===== config.mk =====
export PLATFORM = sky130hd
export DESIGN_NAME = simple_dual_rf_sched
export DESIGN_NICKNAME = d
export VERILOG_FILES = /design/src/rtl/simple_dual_rf_sched_pkg.sv /design/src/rtl/simple_dual_rf_sched_byte_merge.sv /design/src/rtl/simple_dual_rf_sched.sv
export SDC_FILE = /design/constraint.sdc
export NUM_CORES = 1
export LEC_CHECK = 0
export CELL_PAD_IN_SITES_DETAIL_PLACEMENT = 0
export CELL_PAD_IN_SITES_GLOBAL_PLACEMENT = 1
export CORE_AREA = 2 2 121 123
export CTS_BUF_LIST = sky130_fd_sc_hd__clkbuf_2 sky130_fd_sc_hd__clkbuf_4 sky130_fd_sc_hd__clkbuf_8
export DETAILED_ROUTE_END_ITERATION = 12
export DIE_AREA = 0 0 123 125
export GPL_ROUTABILITY_DRIVEN = 0
export PLACE_DENSITY_LB_ADDON = 0.1
export SLEW_MARGIN = 20
export SYNTH_ARGS = -nofsm -noshare
export SYNTH_HDL_FRONTEND = slang
export SYNTH_SLANG_ARGS = --single-unit

===== constraint.sdc =====
create_clock -name clk -period 3 [get_ports clk]
set_clock_uncertainty 0.15 [all_clocks]
set_input_delay 0.6 -clock clk [delete_from_list [all_inputs] [get_ports clk]]
set_output_delay 0.6 -clock clk [all_outputs]
set_load 0.005 [all_outputs]

===== src/rtl/simple_dual_rf_sched_pkg.sv =====
// Shared types and helpers for the simple_dual_rf bank scheduler.
package cache_pkg;

    typedef enum logic [1:0] {
        IDLE = 2'd0,
        FILL = 2'd1,
        DONE = 2'd2
    } sched_state_e;

    // Offset-within-line width; lines are at least two words, so this is never zero.
    function automatic int calc_off_w(input int line_words);
        return $clog2(line_words);
    endfunction

endpackage


===== src/rtl/simple_dual_rf_sched_byte_merge.sv =====
// Column-wise merge: each column takes new_word where wen is set, else old_word.
module byte_merge #(
    parameter int NUM_COL   = 4,
    parameter int COL_WIDTH = 8
) (
    input  logic [NUM_COL*COL_WIDTH-1:0] old_word,
    input  logic [NUM_COL*COL_WIDTH-1:0] new_word,
    input  logic [NUM_COL-1:0]           wen,
    output logic [NUM_COL*COL_WIDTH-1:0] merged
);

    for (genvar c = 0; c < NUM_COL; c++) begin : g_col
        assign merged[c*COL_WIDTH +: COL_WIDTH] = wen[c] ? new_word[c*COL_WIDTH +: COL_WIDTH]
                                                         : old_word[c*COL_WIDTH +: COL_WIDTH];
    end

endmodule


===== src/rtl/simple_dual_rf_sched.sv =====
// Arbitrates the bank write port between line refills and single stores, and returns
// read data one cycle later with same-cycle write-collision bypass and hold-over.
module simple_dual_rf_sched
    import cache_pkg::*;
#(
    parameter int NUM_COL    = 4,
    parameter int COL_WIDTH  = 8,
    parameter int ADDR_WIDTH = 10,
    parameter int LINE_WORDS = 8
) (
    input  logic                          clk,
    input  logic                          rst,
    input  logic                          rd_valid,
    input  logic [ADDR_WIDTH-1:0]         rd_addr,
    output logic                          rd_rvalid,
    output logic [NUM_COL*COL_WIDTH-1:0]  rd_data,
    input  logic                          st_valid,
    output logic                          st_ready,
    input  logic [ADDR_WIDTH-1:0]         st_addr,
    input  logic [NUM_COL-1:0]            st_wen,
    input  logic [NUM_COL*COL_WIDTH-1:0]  st_data,
    input  logic                          rf_start,
    input  logic [ADDR_WIDTH-1:0]         rf_base,
    input  logic                          rf_valid,
    output logic                          rf_ready,
    input  logic [NUM_COL*COL_WIDTH-1:0]  rf_data,
    output logic                          rf_done,
    output logic                          ram_en,
    output logic [ADDR_WIDTH-1:0]         ram_addrA,
    input  logic [NUM_COL*COL_WIDTH-1:0]  ram_doutA,
    output logic [NUM_COL-1:0]            ram_wen,
    output logic [ADDR_WIDTH-1:0]         ram_addrB,
    output logic [NUM_COL*COL_WIDTH-1:0]  ram_dinB
);

    localparam int W     = NUM_COL * COL_WIDTH;
    localparam int OFF_W = calc_off_w(LINE_WORDS);

    sched_state_e          state_q, state_d;
    logic [OFF_W-1:0]      beat_cnt_q, beat_cnt_d;
    logic [ADDR_WIDTH-1:0] line_base_q, line_base_d;
    logic                  rd_rvalid_q, rd_rvalid_d;
    logic [W-1:0]          hold_q, hold_d;
    logic [NUM_COL-1:0]    hit_wen_q, hit_wen_d;
    logic [W-1:0]          hit_din_q, hit_din_d;
    logic [W-1:0]          merged;

    always_ff @(posedge clk) begin
        if (rst) begin
            state_q     <= IDLE;
            beat_cnt_q  <= '0;
            line_base_q <= '0;
            rd_rvalid_q <= 1'b0;
            hold_q      <= '0;
            hit_wen_q   <= '0;
            hit_din_q   <= '0;
        end else begin
            state_q     <= state_d;
            beat_cnt_q  <= beat_cnt_d;
            line_base_q <= line_base_d;
            rd_rvalid_q <= rd_rvalid_d;
            hold_q      <= hold_d;
            hit_wen_q   <= hit_wen_d;
            hit_din_q   <= hit_din_d;
        end
    end

    // Write-port mux: stores own the port in IDLE, refill beats in FILL.
    always_comb begin
        ram_wen   = '0;
        ram_addrB = st_addr;
        ram_dinB  = st_data;
        if (state_q == IDLE && st_valid) begin
            ram_wen = st_wen;
        end else if (state_q == FILL && rf_valid) begin
            ram_wen   = '1;
            ram_addrB = line_base_q | ADDR_WIDTH'(beat_cnt_q);
            ram_dinB  = rf_data;
        end
    end

    always_comb begin
        state_d     = state_q;
        beat_cnt_d  = beat_cnt_q;
        line_base_d = line_base_q;
        unique case (state_q)
            IDLE: if (rf_start) begin
                state_d     = FILL;
                beat_cnt_d  = '0;
                line_base_d = rf_base & ~ADDR_WIDTH'(LINE_WORDS - 1);
            end
            FILL: if (rf_valid) begin
                beat_cnt_d = beat_cnt_q + 1'b1;
                if (beat_cnt_q == OFF_W'(LINE_WORDS - 1))
                    state_d = DONE;
            end
            DONE:    state_d = IDLE;
            default: state_d = IDLE;
        endcase
    end

    // The bank returns old data on a same-address collision, so remember what was written.
    always_comb begin
        hit_wen_d = '0;
        hit_din_d = ram_dinB;
        if (rd_valid && (|ram_wen) && rd_addr == ram_addrB)
            hit_wen_d = ram_wen;
    end

    byte_merge #(
        .NUM_COL  (NUM_COL),
        .COL_WIDTH(COL_WIDTH)
    ) u_bypass (
        .old_word(ram_doutA),
        .new_word(hit_din_q),
        .wen     (hit_wen_q),
        .merged  (merged)
    );

    // doutA is only meaningful in the rvalid cycle; afterwards the held copy is presented.
    always_comb begin
        rd_rvalid_d = rd_valid;
        rd_data     = rd_rvalid_q ? merged : hold_q;
        hold_d      = rd_data;
    end

    assign rd_rvalid = rd_rvalid_q;
    assign st_ready  = (state_q == IDLE);
    assign rf_ready  = (state_q == FILL);
    assign rf_done   = (state_q == DONE);
    assign ram_en    = rd_valid | (|ram_wen);
    assign ram_addrA = rd_addr;

endmodule

==> results by group <==
Run status
  – Status: finished clean

Timing
  – Final setup margin: between 0.15 and 0.2 ns
  – Fmax: 353 MHz
  – Final setup viols: 0
  – Period utilization: 0.946
  – Post-route minimum period: between 2 and 3 ns
  – RSZ-0062 raised after global routing: no
  – Worst-Margin Slew: about 0.84 ns
  – Worst rel slew slack: 0.442
  – Final hold vios: 0
  – Setup TNS: 0 ns
  – Final max-slew violation count: 0

Critical path
  – Cells on worst reg2reg path: 7
  – Crit start category: input pin
  – Critical Path RT: around 2.3 ns
  – CP endpoint: ram_dinB[4]
  – WP data arrival: approximately 2.1 ns
  – Reg2Reg Launch Point: state_q[0]
  – Worst R2R Setup Slack: between 0.7 and 0.8 ns
  – Critical path fanouts, max: 10
  – Worst setup EP type: output pin
  – Worst setup startpoint: rf_valid
  – Worst r2r dst: hit_wen_q[2]
  – WS Path Type: input pin to output pin

Global routing
  – Gr ovfl total: 0
  – Vias in the first global route: ~4000
  – Overall Global Routing Usage: 0.170
  – Global-route wire length before repair: around 20 mm
  – Largest net degree at the start of global routing: 77
  – Initial antenna violation count: 0

Route
  – Met1 wire length: 5.42 mm
  – Wire length per cell: approximately 14 um
  – TritonRoute pass-1 iters: 4
  – WL met3: 1.03 mm
  – Via count: 4042
  – DR iter-0 viols: around 130
  – DRC: 0
  – Top Layer Used: met4
  – DRT Wirelength: between 10 and 15 mm
  – Routed Antenna Nets: 0
  – Met2 wire length: slightly above 6 mm
  – Vias per cell: between 4 and 5

CTS
  – Num CTS Buffers: 9
  – CTS root buf: clkbuf_8
  – CTS sink cnt: 81
  – Worst-Skew Late Latency: 0.36 ns
  – # hold bufs at CTS: 0
  – Worst-path clk slew: around 0.08 ns
  – CTS tree: done
  – H-tree levels: 3
  – CTS Buffer Depth: 2

Layout
  – Util after Layout: 0.474
  – Area grow syn2layout: 74.0%
  – Fraction of layout cells with a size suffix above 1: 0.0829
  – Diode count: 0
  – Final #Nets: between 800 and 900

Synth
  – Post-synth top cells: nand2_1, dfxtp_1, nor2b_1, a21oi_1, nor2_1
  – Dominant cell type by area after synthesis: dfxtp_1
  – Seq/Total Area, Yosys: 0.419
  – Number of synthesized flops with an enable pin: 0
  – Synth top area share: 0.419
  – Fraction of registers with async set/reset: 0
  – Syn avg cell area: ~8 um2
  – Post-Syn Area: between 3000 and 4000 um2
  – Synth top area cells: dfxtp_1, nand2_1, nor2b_1
  – Syn Inst Count: 497
  – FF+latch count, synth: 81
  – Synthesized Nets: 635
  – Ys Warns: 0
  – Main synth FF type: dfxtp_1
  – Most numerous cell in the Yosys netlist: nand2_1
  – Synth cell types: 37

Floorplan
  – Initial Utilization: 0.272
  – Die Y-Extent: ~130 um
  – Row Count: 44
  – Die area: about 15000 um2
  – CORE AREA: between 10000 and 15000 um2
  – IO Count: ~230
  – Die W: 123 um

Place
  – Pre-CTS setup slack: -0.101 ns
  – Port Buf Inserts: 225
  – HPWL after DPL: about 9.4 mm

Power
  – Total power: between 2 and 3 mW
  – Pwr/cell area: 418 nW/um2
  – Max VDD drop: about 0.00018 V
  – P_leak: roughly 2.8 nW

Job
  – Maxcap violations: 0

Worst hold path
  – Worst Hold Class: flip-flop to flip-flop
==> stage by stage <==
stage	hold WS (ns)	area, um2	std cells
4_1_cts	0.312	6720	920
6_report	0.311	6730	920
5_1_grt	0.336	6730	920
3_3_place_gp	0.295	6450	902
2_1_floorplan	0.286	3870	497
3_5_place_dp	0.301	6450	902
==> final cells by class <==
type | count | area [um2]
Clock buffer | 12 | 153
Timing Repair Buffer | 264 | 2600
Tap cell | 184 | 230
Fill cell | 1437 | 7480
Inverter | 10 | 37.5
Multi-Input combinational cell | 366 | 2020
Sequential cell | 81 | 1620
Clock inverter | 3 | 65.1
==> metal layers <==
| layer | vias to the layer above | track usage |
|---|---|---|
| li1 | 2066 | - |
| met1 | 1831 | 0.198 |
| met2 | 129 | 0.289 |
| met3 | 16 | 0.0561 |
| met4 | 0 | 0.0602 |
| met5 | - | 0 |
==> how the worst min path moves through the flow <==
stage	start	endpoint	slack (ns)	cells after the start
after global routing	line_base_q[7]	line_base_q[7]	0.34	2
after detailed placement	line_base_q[4]	line_base_q[4]	0.30	2
after CTS	line_base_q[4]	line_base_q[4]	0.31	2
after global placement	line_base_q[4]	line_base_q[4]	0.30	2
final	line_base_q[7]	line_base_q[7]	0.31	2
after floorplan	line_base_q[5]	line_base_q[5]	0.29	2
==> sequential cells by signal (all words and copies together), names as in the netlist <==
register,cells
beat_cnt_q,3
hit_wen_q,4
hit_din_q,32
hold_q,32
rd_rvalid,1
line_base_q,7
state_q,2
==> repair_timing <==
| item | 4_1_cts | 5_1_grt |
|---|---|---|
| gates resized for setup | 2 | 1 |
| cloned | 1 | 0 |
| hold endpoints to repair | 0 | 0 |
| setup endpoints to repair | 37 | 5 |
| buffers inserted | 2 | 0 |
==> power by group <==
part / switching [mW] / internal, mW / leakage, nW / total (mW)
clock: 0.392 / 0.505 / 0.113 / 0.896
combinational: 0.275 / 0.479 / 1.99 / 0.754
sequential: 0.0232 / 1.14 / 0.670 / 1.16
==> kinds of logic after synthesis <==
family,count (synthesis),synth area share
buffers and inverters,50,0.0586
adders and majority gates,2,0.00647
muxes,36,0.0948
xor gates and xnor gates,5,0.0113
and+or+nand+nor,262,0.315
DFF,81,0.419
AOI/OAI and AO/OA,61,0.0945
==> critical path, cell delays in order <==
cell	delay, ns
dlygate4sd2_1	0.27
and3b_2	0.32
buf_12	0.14
buf_16	0.13
nand2_1	0.05
nand2_1	0.07
clkdlybuf4s50_1	0.50
==> layout by cell type (no fill, tap or decap), types with 5 or more instances in the layout <==
cell               n
nand2_1          140
a21oi_1           43
mux2i_1           34
clkbuf_8          10
nor2_1            40
o21ai_0            5
nor2b_1           66
buf_4             34
clkdlybuf4s50_1  223
inv_1             10
dfxtp_1           80
(Power assumes the default switching activity.)
